[config.mk]
export PLATFORM = sky130hd
export DESIGN_NAME = multicycle_ctrl_fsm
export DESIGN_NICKNAME = d
export VERILOG_FILES = /design/src/rtl/mips_ctrl_pkg.sv /design/src/rtl/ctrl_out_decode.sv /design/src/rtl/multicycle_ctrl_fsm.sv
export SDC_FILE = /design/constraint.sdc
export NUM_CORES = 1
export LEC_CHECK = 0
export BUFFER_PORTS_ARGS = -buffer_cell sky130_fd_sc_hd__buf_2
export CORE_MARGIN = 5
export CORE_UTILIZATION = 47
export DETAILED_ROUTE_END_ITERATION = 10
export GPL_TIMING_DRIVEN = 0
export PLACE_DENSITY = 0.89
export SYNTH_ARGS = -nofsm -noshare
export SYNTH_HDL_FRONTEND = slang
export SYNTH_SLANG_ARGS = --single-unit
[constraint.sdc]
create_clock -name clk -period 2.51 [get_ports clk]
set_clock_uncertainty 0.15 [all_clocks]
set_input_delay 0.1255 -clock clk [delete_from_list [all_inputs] [get_ports clk]]
set_output_delay 0.1255 -clock clk [all_outputs]
set_load 0.01 [all_outputs]
[src/rtl/mips_ctrl_pkg.sv]
// Shared constants for the multi-cycle MIPS control path: state codes, opcodes,
// datapath select encodings and the control word passed from decode to top.
package mips_ctrl_pkg;

   localparam int STATE_W = 4;

   typedef enum logic [STATE_W-1:0] {
      S_FETCH   = 4'd0,
      S_DECODE  = 4'd1,
      S_MEMADR  = 4'd2,
      S_MEMRD   = 4'd3,
      S_MEMWB   = 4'd4,
      S_MEMWR   = 4'd5,
      S_EXECUTE = 4'd6,
      S_ALUWB   = 4'd7,
      S_BRANCH  = 4'd8,
      S_ADDIEX  = 4'd9,
      S_ADDIWB  = 4'd10,
      S_JUMP    = 4'd11
   } state_t;

   localparam logic [5:0] OP_RTYPE = 6'b000000;
   localparam logic [5:0] OP_LW    = 6'b100011;
   localparam logic [5:0] OP_SW    = 6'b101011;
   localparam logic [5:0] OP_BEQ   = 6'b000100;
   localparam logic [5:0] OP_BNE   = 6'b000101;
   localparam logic [5:0] OP_ADDI  = 6'b001000;
   localparam logic [5:0] OP_J     = 6'b000010;

   localparam logic [1:0] ALU_ADD   = 2'b00;
   localparam logic [1:0] ALU_SUB   = 2'b01;
   localparam logic [1:0] ALU_FUNCT = 2'b10;

   localparam logic [1:0] SRCB_B       = 2'b00;
   localparam logic [1:0] SRCB_FOUR    = 2'b01;
   localparam logic [1:0] SRCB_IMM     = 2'b10;
   localparam logic [1:0] SRCB_IMM_SH2 = 2'b11;

   localparam logic [1:0] PC_ALU    = 2'b00;
   localparam logic [1:0] PC_ALUOUT = 2'b01;
   localparam logic [1:0] PC_JUMP   = 2'b10;

   // Pure state decode; the *_upd and done_on_ready flags are qualified by
   // mem_ready/zero in the top level.
   typedef struct packed {
      logic       i_or_d;
      logic       mem_read;
      logic       mem_write;
      logic       reg_dst;
      logic       mem_to_reg;
      logic       reg_write;
      logic       alu_src_a;
      logic [1:0] alu_src_b;
      logic [1:0] alu_op;
      logic [1:0] pc_src;
      logic       fetch_upd;
      logic       branch_upd;
      logic       jump_upd;
      logic       done_always;
      logic       done_on_ready;
   } ctrl_word_t;

endpackage

[src/rtl/ctrl_out_decode.sv]
// Combinational state -> control word decode; unused state codes yield an
// all-zero word.
module ctrl_out_decode
   import mips_ctrl_pkg::*;
(
   input  logic [STATE_W-1:0] state,
   output ctrl_word_t         ctrl
);

   always_comb begin
      ctrl = '0;
      case (state)
         S_FETCH: begin
            ctrl.mem_read  = 1'b1;
            ctrl.alu_src_b = SRCB_FOUR;
            ctrl.fetch_upd = 1'b1;
         end
         S_DECODE: ctrl.alu_src_b = SRCB_IMM_SH2;
         S_MEMADR, S_ADDIEX: begin
            ctrl.alu_src_a = 1'b1;
            ctrl.alu_src_b = SRCB_IMM;
         end
         S_MEMRD: begin
            ctrl.i_or_d   = 1'b1;
            ctrl.mem_read = 1'b1;
         end
         S_MEMWB: begin
            ctrl.mem_to_reg  = 1'b1;
            ctrl.reg_write   = 1'b1;
            ctrl.done_always = 1'b1;
         end
         S_MEMWR: begin
            ctrl.i_or_d        = 1'b1;
            ctrl.mem_write     = 1'b1;
            ctrl.done_on_ready = 1'b1;
         end
         S_EXECUTE: begin
            ctrl.alu_src_a = 1'b1;
            ctrl.alu_op    = ALU_FUNCT;
         end
         S_ALUWB: begin
            ctrl.reg_dst     = 1'b1;
            ctrl.reg_write   = 1'b1;
            ctrl.done_always = 1'b1;
         end
         S_BRANCH: begin
            ctrl.alu_src_a   = 1'b1;
            ctrl.alu_op      = ALU_SUB;
            ctrl.pc_src      = PC_ALUOUT;
            ctrl.branch_upd  = 1'b1;
            ctrl.done_always = 1'b1;
         end
         S_ADDIWB: begin
            ctrl.reg_write   = 1'b1;
            ctrl.done_always = 1'b1;
         end
         S_JUMP: begin
            ctrl.pc_src      = PC_JUMP;
            ctrl.jump_upd    = 1'b1;
            ctrl.done_always = 1'b1;
         end
         default: ;
      endcase
   end

endmodule

[src/rtl/multicycle_ctrl_fsm.sv]
// Multi-cycle MIPS main controller: state register, opcode-driven next state,
// and mem_ready/zero qualification of the decoded control word.
module multicycle_ctrl_fsm
   import mips_ctrl_pkg::*;
(
   input  logic       clk,
   input  logic       reset,
   input  logic [5:0] opcode,
   input  logic       zero,
   input  logic       mem_ready,
   output logic       i_or_d,
   output logic       mem_read,
   output logic       mem_write,
   output logic       ir_write,
   output logic       reg_dst,
   output logic       mem_to_reg,
   output logic       reg_write,
   output logic       alu_src_a,
   output logic [1:0] alu_src_b,
   output logic [1:0] alu_op,
   output logic [1:0] pc_src,
   output logic       pc_en,
   output logic       instr_done,
   output logic       illegal_op,
   output logic [3:0] state
);

   state_t     state_q, state_d;
   ctrl_word_t ctrl;
   logic       op_legal;
   logic       take_branch;
   logic       active;

   always_ff @(posedge clk) begin
      if (reset) state_q <= S_FETCH;
      else       state_q <= state_d;
   end

   assign op_legal = (opcode == OP_RTYPE) || (opcode == OP_LW)  || (opcode == OP_SW) ||
                     (opcode == OP_BEQ)   || (opcode == OP_BNE) || (opcode == OP_ADDI) ||
                     (opcode == OP_J);

   always_comb begin
      state_d = state_q;
      case (state_q)
         S_FETCH:   if (mem_ready) state_d = S_DECODE;
         S_DECODE: begin
            case (opcode)
               OP_LW, OP_SW:   state_d = S_MEMADR;
               OP_RTYPE:       state_d = S_EXECUTE;
               OP_BEQ, OP_BNE: state_d = S_BRANCH;
               OP_ADDI:        state_d = S_ADDIEX;
               OP_J:           state_d = S_JUMP;
               default:        state_d = S_FETCH;
            endcase
         end
         S_MEMADR:  state_d = (opcode == OP_LW) ? S_MEMRD : S_MEMWR;
         S_MEMRD:   if (mem_ready) state_d = S_MEMWB;
         S_MEMWR:   if (mem_ready) state_d = S_FETCH;
         S_EXECUTE: state_d = S_ALUWB;
         S_ADDIEX:  state_d = S_ADDIWB;
         default:   state_d = S_FETCH;
      endcase
   end

   ctrl_out_decode u_decode (
      .state (state_q),
      .ctrl  (ctrl)
   );

   // Only beq/bne reach BRANCH, so bne inverts the sense of zero.
   assign take_branch = zero ^ (opcode == OP_BNE);
   assign active      = ~reset;

   assign i_or_d     = active & ctrl.i_or_d;
   assign mem_read   = active & ctrl.mem_read;
   assign mem_write  = active & ctrl.mem_write;
   assign ir_write   = active & ctrl.fetch_upd & mem_ready;
   assign reg_dst    = active & ctrl.reg_dst;
   assign mem_to_reg = active & ctrl.mem_to_reg;
   assign reg_write  = active & ctrl.reg_write;
   assign alu_src_a  = active & ctrl.alu_src_a;
   assign alu_src_b  = active ? ctrl.alu_src_b : 2'b00;
   assign alu_op     = active ? ctrl.alu_op    : 2'b00;
   assign pc_src     = active ? ctrl.pc_src    : 2'b00;
   assign pc_en      = active & ((ctrl.fetch_upd & mem_ready) |
                                 (ctrl.branch_upd & take_branch) |
                                 ctrl.jump_upd);
   assign instr_done = active & (ctrl.done_always | (ctrl.done_on_ready & mem_ready));
   assign illegal_op = active & (state_q == S_DECODE) & ~op_legal;
   assign state      = active ? state_q : S_FETCH;

endmodule
==> qor.yml, run 1 <==
p_per_area_nw_per_um2: 265
fillCellCount: 122
wirelength_mm: 1.84
design_area_um2: 801
largest-register: "state_q"
synth_top_family_by_area: "simple AND/OR/NAND/NOR gates"
synth-seq-cells: 4
h-tree-depth: 1
via_per_inst: 5.93
setup-tns-final_ps: 0
final_layout_size_suffix_gt1_share_pct: 31.7
status: "finished, final reports clean"
synth_top_cell_area_share_pct: 13.0
p_leak_nw: 0.397
ys_async_sr_fraction_pct: 0
power_w: 0.000212
drt_iter0_drc: 18
vdd_ir_drop_max_uv: 296
place_congestion: 0.869
worst_pin_slew_ps: 441
p_comb_share_pct: 32.4
syn_inst: 94
rsz0062_at_grt: "no"
drv_slew: 0
use_met1_pct: 22.3
crit_fanout: 10
placementRows: 13
criticalPathCategory: "register to output port"
yosysWarnings: 0
syn_avg_cell_area_um2: 6.54
crit_path_end_kind: "output port"
synth_ff_type: "dfxtp_1"
ant_nets: 0
nets: 138
pin_count: 31
clock_path_buffers: 2
clock-sinks: 4
grt_pass1_vias: 701
io_buffers: 29
grt-ovfl-total: 0
synthAdderAreaFrac_pct: 0
synth_edf_count: 0
syn-cell-area_um2: 614
synth_top_cells_by_area: "dfxtp_1, nor2_1, nor4b_1, and3_1, nor2b_1"
p_switching_w: 0.0000671
slew_headroom_pct: 70.6
die_w_um: 46.2
internal_power_w: 0.000145
synthMuxAreaShare_pct: 4.89
fin_crit_sh_pct: 74.7
die_h_um: 46.2
grt_pass1_wl_mm: 2.95
cts_hold_buf: 0
numCtsBuffers: 3
hold_class: "input pin to register"
cts_tree: "built"
grt_max_degree: 11
p_clk_share_pct: 36.7
synth-compound-area-share_pct: 23.0
arrival_ps: 1600
vias: 836
fmax_ghz: 0.534
yosysSeqAreaShare_pct: 13.0
layout_commonest_cell: "buf_2"
cts-root-buf: "clkbuf_4"
die_area_um2: 2130
hpwlAfterDp_mm: 1.44
met3_usage_pct: 5.47
met2_usage_pct: 31.9
place_area_um2: 778
mostFrequentLayoutCells: "buf_2, nor2_1, nand2_1"
finalSetupViolCount: 0
largest_register_ffs: 4
start_util_pct: 48.4
wl_per_cell_um: 13.0
drt_pass1_iterations: 5
core_um2: 1270
yosysTopAreaCell: "dfxtp_1"
swShare_pct: 31.6
reg_top3: "state_q (4)"
syn-num-nets: 104
drc_errors: 0
ys_types: 32
grt.total_usage_pct: 18.2
top_usage_layer: "met2"
required_ps: 2230
area_growth_pct: 30.3
post_cts_buffers: 0
hold_viol_final: 0
min_period_ps: 1870
cts_resized: 0
antenna_found_initial: 0
seqPwrFrac_pct: 30.9
drv_cap: 0
clk_pin_slew_ps: 40
diodes: 0
synth-simple-area-share_pct: 47.7
synthXorXnorAreaFrac_pct: 4.28
worstSkewPairLatency_ps: 230
startpoint_type: "register"
-- metrics by stage --
step / util [%] / hold slack, ps / setup slack [ps] / std cells
after floorplan: - / 191 / 916 / 94
after global placement: 61.3 / 369 / 922 / 138
after detailed placement: 61.3 / 377 / 893 / 138
after CTS: 63.1 / 128 / 635 / 141
after global routing: 63.1 / 184 / 456 / 141
final: 63.1 / 144 / 636 / 141
-- area by class of cell --
| type | count | area (um^2) | area share [%] |
|---|---|---|---|
| sequential | 4 | 80.1 | 10.0 |
| multi-input combinational | 80 | 490 | 61.2 |
| timing repair buffer | 29 | 145 | 18.1 |
| buffer | 8 | 36.3 | 4.53 |
| inverter | 2 | 7.51 | 0.938 |
| tap | 15 | 18.8 | 2.34 |
| clock buffer | 3 | 22.5 | 2.81 |
-- critical path, stage by stage (launching register included) --
cell      delay [ps]
dfxtp_1          410
buf_2            260
clkbuf_1         350
nand2_1           90
nor2_1           120
buf_2            140
-- synth_stat cells (2+ instances only) --
master / number
nor2_1: 13
nand2_1: 8
a21oi_1: 5
and3_1: 5
buf_2: 5
nor2b_1: 5
nor3_1: 5
dfxtp_1: 4
nor4b_1: 4
a211oi_1: 3
clkbuf_1: 3
mux2i_1: 3
nand3_1: 3
nor4_1: 3
o31ai_1: 3
a21o_1: 2
a31oi_1: 2
inv_1: 2
nand2b_1: 2
xor2_1: 2
-- layer usage --
| metal | part of all wire [%] | vias to the layer above | routed length, um |
|---|---|---|---|
| met1 | 41 | 375 | 754 |
| met4 | 0 | 0 | 0 |
| li1 | - | 411 | - |
| met5 | 0 | - | 0 |
| met3 | 10 | 0 | 185 |
| met2 | 49 | 50 | 895 |
-- final timing paths --
kind / startpoint / end / slack (ps) / cells past startpoint
worst max-delay path: state_q[2] / reg_dst / 640 / 5
worst min-delay path: opcode[4] / state_q[3] / 140 / 4
worst max register to register: state_q[1] / state_q[1] / 1070 / 5
worst min register to register: state_q[3] / state_q[2] / 470 / 3
-- cells by family (layout without fill, tap and decap cells) --
kind of cell,count (synthesis),in the layout
muxes,3,3
xor gates and xnor gates,3,3
buffers and inverters,10,42
DFF,4,4
and+or+nand+nor,54,54
AOI/OAI and AO/OA,20,20
-- power groups by stage --
stage	Sequential (W)	Clock (W)	Combinational, W
global route	0.0000657	0.0000866	0.0000765
global placement	0.0000665	0	0.0000664
detailed placement	0.0000666	0	0.0000678
floorplan	0.0000664	0	0.0000418
CTS	0.0000656	0.0000817	0.0000682
finish	0.0000657	0.0000779	0.0000688
(Power assumes the default switching activity.)
==> run 2, diff against run 1 <==
--- a/config.mk
+++ b/config.mk
@@ -7,10 +7,10 @@
 export LEC_CHECK = 0
 export BUFFER_PORTS_ARGS = -buffer_cell sky130_fd_sc_hd__buf_2
 export CORE_MARGIN = 5
-export CORE_UTILIZATION = 47
+export CORE_UTILIZATION = 44
 export DETAILED_ROUTE_END_ITERATION = 10
 export GPL_TIMING_DRIVEN = 0
-export PLACE_DENSITY = 0.89
+export PLACE_DENSITY = 0.85
 export SYNTH_ARGS = -nofsm -noshare
 export SYNTH_HDL_FRONTEND = slang
 export SYNTH_SLANG_ARGS = --single-unit
==> constraint.sdc (replaced) <==
create_clock -name clk -period 1.8 [get_ports clk]
set_clock_uncertainty 0.15 [all_clocks]
set_input_delay 0.09 -clock clk [delete_from_list [all_inputs] [get_ports clk]]
set_output_delay 0.09 -clock clk [all_outputs]
set_load 0.01 [all_outputs]
==> qor.yml, run 2 (synthesized netlist as in run 1, its figures left out) <==
final_layout_size_suffix_gt1_share_pct: 37.8  # +6.0 points
critical-path-top-delay-family: "simple AND/OR/NAND/NOR gates"
nets: 139  # +0.72%
rsz0062_at_grt: "yes"
crit_fanout: 10  # unchanged
wirelength_mm: 1.98  # +8.0%
io_buffers: 29  # unchanged
antenna_found_initial: 0  # unchanged
status: "finished, final reports clean"
drv_slew: 0  # unchanged
finalSetupViolCount: 0  # unchanged
drt_iter0_drc: 38  # +20
p_leak_nw: 0.413  # +4.0%
h-tree-depth: 1  # unchanged
vias: 858  # +2.6%
die_w_um: 47.4  # +2.6%
reg_top3: "state_q (4)"
mostFrequentLayoutCells: "buf_2, nor2_1, nand2_1"
fillCellCount: 121  # -0.82%
criticalPathCategory: "register to output port"
p_per_area_nw_per_um2: 350  # +32%
hold_viol_final: 0  # unchanged
critPathSlowestCell: "dfxtp_1"
hpwlAfterDp_mm: 1.49  # +3.1%
diodes: 0  # unchanged
crit_path_end_kind: "output port"
grt_pass1_vias: 754  # +7.6%
wl_per_cell_um: 14.0  # +7.2%
clock_path_buffers: 2  # unchanged
numCtsBuffers: 3  # unchanged
multi_input_area_um2: 520  # +6.1%
fin_crit_sh_pct: 96.8
worst_pin_slew_ps: 448  # +7.74 ps
vdd_ir_drop_max_uv: 292  # -1.3%
place_congestion: 0.895  # +2.9%
via_per_inst: 6.04  # +1.9%
core_um2: 1320  # +3.8%
arrival_ps: 1500  # -100 ps
cts_tree: "built"
largest_register_ffs: 4  # unchanged
grt-ovfl-total: 0  # unchanged
largest-register: "state_q"
die_area_um2: 2240  # +5.3%
seq_area_um2: 80.1  # unchanged
worst-path-buf-inv: 2  # -1
grt.total_usage_pct: 19.0  # +0.82 points
drv_cap: 0  # unchanged
crit_chain: "clkbuf_4 -> nor2_1 -> nor4b_2 -> nand2_1 -> o31ai_1 -> buf_2"
design_area_um2: 847  # +5.8%
fmax_ghz: 0.574
cts-root-buf: "clkbuf_4"
placementRows: 13  # unchanged
layout_commonest_cell: "buf_2"
min_period_ps: 1740
clk_pin_slew_ps: 30  # about the same
area_growth_pct: 37.9
grt_pass1_wl_mm: 3.11  # +5.6%
hold_class: "input pin to register"
required_ps: 1560  # -670 ps
hold_ws_ps: 99.2  # -45.2 ps
die_h_um: 47.4  # +2.6%
pin_count: 31  # unchanged
drt_pass1_iterations: 4  # -1
place_area_um2: 778  # unchanged
grt_max_degree: 11  # unchanged
worstSkewPairLatency_ps: 230  # about the same
fin_util_pct: 64.3  # +1.2 points
cts_hold_buf: 0  # unchanged
drc_errors: 0  # unchanged
clock-sinks: 4  # unchanged
setup-tns-final_ps: 0  # unchanged
slew_headroom_pct: 70.1  # -0.52 points
startpoint_type: "register"
ant_nets: 0  # unchanged
start_util_pct: 46.6  # -1.8 points
slowest_delay_ps: 290  # -120 ps
## run 2: timing repair
item	4_1_cts	5_1_grt
endpoints found under the setup margin	5	12
pin swaps	0	0
gates resized for setup	2	11
setup buffers	0	1
cloned	0	0
## run 2: cell type report
| class | count | share of cell area, % |
|---|---|---|
| repair buffers | 30 | 18.0 |
| inverters | 2 | 0.886 |
| clock buffers | 3 | 2.66 |
| plain buffers | 8 | 5.32 |
| multi-input cells | 80 | 61.4 |
| well taps | 15 | 2.22 |
| flip-flops and latches | 4 | 9.45 |
## run 2: stage by stage
step,power (W),instances,worst slack [ps]
final,0.000296,142,57.4
after global routing,0.000327,142,-33.3
after CTS,0.000297,141,12.6
after detailed placement,0.000188,138,207
after global placement,0.000185,138,222
after floorplan,0.000151,94,241
## run 2: final timing paths
path / start / to / slack (ps) / depth (start not counted)
max: state_q[0] / pc_en / 60 / 6
min: opcode[4] / state_q[3] / 100 / 4
max reg2reg: state_q[1] / state_q[2] / 390 / 6
min reg2reg: state_q[3] / state_q[2] / 480 / 3
## run 2: where the power goes
part	internal (W)	switching [W]	leakage, nW
Sequential	0.0000910	0.000000642	0.0325
Combinational	0.0000393	0.0000612	0.367
Clock	0.0000741	0.0000299	0.0138
Total	0.000204	0.0000917	0.413
## run 2: worst min-delay path: stages
cell       delay (ps)
buf_2             100
nor2_1             50
nand2_1           100
a2111oi_2          70
## run 2: per-layer routing
| layer | GRT usage [%] | vias to the layer above | part of all wire, % |
|---|---|---|---|
| li1 | - | 412 | - |
| met1 | 23.1 | 399 | 40 |
| met2 | 31.8 | 43 | 48 |
| met3 | 5.36 | 4 | 11 |
| met4 | 6.08 | 0 | 1.0 |
| met5 | 0 | - | 0 |
==> run 3, diff against run 2 <==
--- a/config.mk
+++ b/config.mk
@@ -11,6 +11,7 @@
 export DETAILED_ROUTE_END_ITERATION = 10
 export GPL_TIMING_DRIVEN = 0
 export PLACE_DENSITY = 0.85
+export REMOVE_ABC_BUFFERS = 1
 export SYNTH_ARGS = -nofsm -noshare
 export SYNTH_HDL_FRONTEND = slang
 export SYNTH_SLANG_ARGS = --single-unit
==> qor.yml, run 3 (synthesized netlist as in run 1, its figures left out) <==
status: "finished, final reports clean"
reg_top3: "state_q (4)"
r2r_slack_ps: 360  # -30 ps
die_w_um: 47.4  # unchanged
start_util_pct: 46.6  # unchanged
finalSetupViolCount: 0  # unchanged
slew_headroom_pct: 72.6  # +2.4 points
ff2ff_path_depth: 5  # -1
die_h_um: 47.4  # unchanged
clock-sinks: 4  # unchanged
drc_errors: 0  # unchanged
hold_viol_final: 0  # unchanged
fin_crit_sh_pct: 93.3  # -3.5 points
startpoint_type: "register"
via_per_inst: 5.93  # -1.9%
mostFrequentLayoutCells: "buf_2, nor2_1, nand2_1"
fmax_ghz: 0.595  # +3.8%
setup-tns-final_ps: 0  # unchanged
clock_path_buffers: 2  # unchanged
core_um2: 1320  # unchanged
grt_pass1_vias: 633  # -16%
min_period_ps: 1680  # -63.2 ps
vias: 794  # -7.5%
holdPathEnd: "state_q[3]"
fillCellCount: 139  # +15%
drt_pass1_iterations: 4  # unchanged
final_layout_size_suffix_gt1_share_pct: 38.7  # +0.86 points
dpl.cell_count: 131  # -5.1%
cts_hold_buf: 0  # unchanged
vdd_ir_drop_max_uv: 384  # +32%
h-tree-depth: 1  # unchanged
ant_nets: 0  # unchanged
holdPathStages: 4  # unchanged
p_per_area_nw_per_um2: 366  # +4.7%
grt_pass1_wl_mm: 2.77  # -11%
placementRows: 13  # unchanged
worst_pin_slew_ps: 412  # -36.7 ps
rsz0062_at_grt: "yes"
grt-ovfl-total: 0  # unchanged
diodes: 0  # unchanged
grt.total_usage_pct: 17.0  # -2.0 points
cts_tree: "built"
numCtsBuffers: 3  # unchanged
seq_area_um2: 87.6  # +9.4%
cts-root-buf: "clkbuf_4"
crit_fanout: 10  # unchanged
fin_util_pct: 60.8  # -3.5 points
multi_input_area_um2: 514  # -1.2%
hp-start: "opcode[4]"
r2r_start: "state_q[0]"
arrival_ps: 1440  # -60 ps
crit_path_end_kind: "output port"
post_cts_buffers: 0  # unchanged
largest-register: "state_q"
die_area_um2: 2240  # unchanged
criticalPathCategory: "register to output port"
cts_resized: 5  # +3
worstSkewPairLatency_ps: 230  # about the same
hold_ws_ps: 71.8  # -27.3 ps
layout_commonest_cell: "buf_2"
grt_max_degree: 25  # +14
place_congestion: 0.814  # -9.0%
largest_register_ffs: 4  # unchanged
drv_cap: 0  # unchanged
area_growth_pct: 30.3
drv_slew: 0  # unchanged
drt_iter0_drc: 15  # -61%
wirelength_mm: 1.72  # -13%
io_buffers: 30  # +3.4%
hpwlAfterDp_mm: 1.30  # -12%
reg2reg_to: "state_q[0]"
clk_pin_slew_ps: 30  # about the same
hold_class: "input pin to register"
pin_count: 31  # unchanged
p_leak_nw: 0.378  # -8.4%
nets: 131  # -5.8%
power_w: 0.000293  # -1.1%
stdcell_count: 134  # -5.6%
required_ps: 1560  # about the same
wl_per_cell_um: 12.9  # -7.9%
antenna_found_initial: 0  # unchanged
## run 3: worst max-delay path, cell delays in order, from the launching register on
cell and delay (ps):
dfxtp_2 450, inv_1 140, nor2_2 180, nor4b_1 70, a31oi_1 160, nor2_1 50, buf_2 150
## run 3: routing by layer
layer / GRT usage (%) / wire [um] / up-vias
met5: 0 / 0 / -
li1: - / - / 403
met2: 24.9 / 824 / 31
met3: 3.83 / 134 / 0
met4: 4.97 / 0 / 0
met1: 24.5 / 763 / 360
## run 3: how the worst max path moves through the flow
| stage | start | to | slack, ps | cells after the start |
|---|---|---|---|---|
| after floorplan | state_q[3] | pc_en | 110 | 4 |
| after global placement | state_q[1] | alu_src_b[1] | 30 | 4 |
| after detailed placement | state_q[1] | alu_src_b[1] | 8 | 4 |
| after CTS | state_q[2] | pc_en | 2 | 5 |
| after global routing | state_q[2] | pc_en | -2 | 5 |
| final | state_q[0] | reg_write | 120 | 6 |
## run 3: final cells by class
class | count | share of cell area, %
clock buffer | 3 | 2.81
inverter | 2 | 0.938
multi-input combinational | 80 | 64.2
sequential | 4 | 10.9
tap | 15 | 2.34
timing repair buffer | 30 | 18.8
## run 3: where the power goes
| part | internal (W) | switching (W) | total (W) |
|---|---|---|---|
| clock network | 0.0000742 | 0.0000314 | 0.000106 |
| registers | 0.0000900 | 0.00000664 | 0.0000966 |
| logic | 0.0000370 | 0.0000537 | 0.0000908 |
| total | 0.000201 | 0.0000918 | 0.000293 |
## run 3: metrics by stage
step / instance area, um^2 / setup WS [ps]
floorplan: 578 / 113
global placement: 747 / 25.5
detailed placement: 747 / 8.41
CTS: 779 / 2.11
global route: 801 / -2.41
finish: 801 / 121
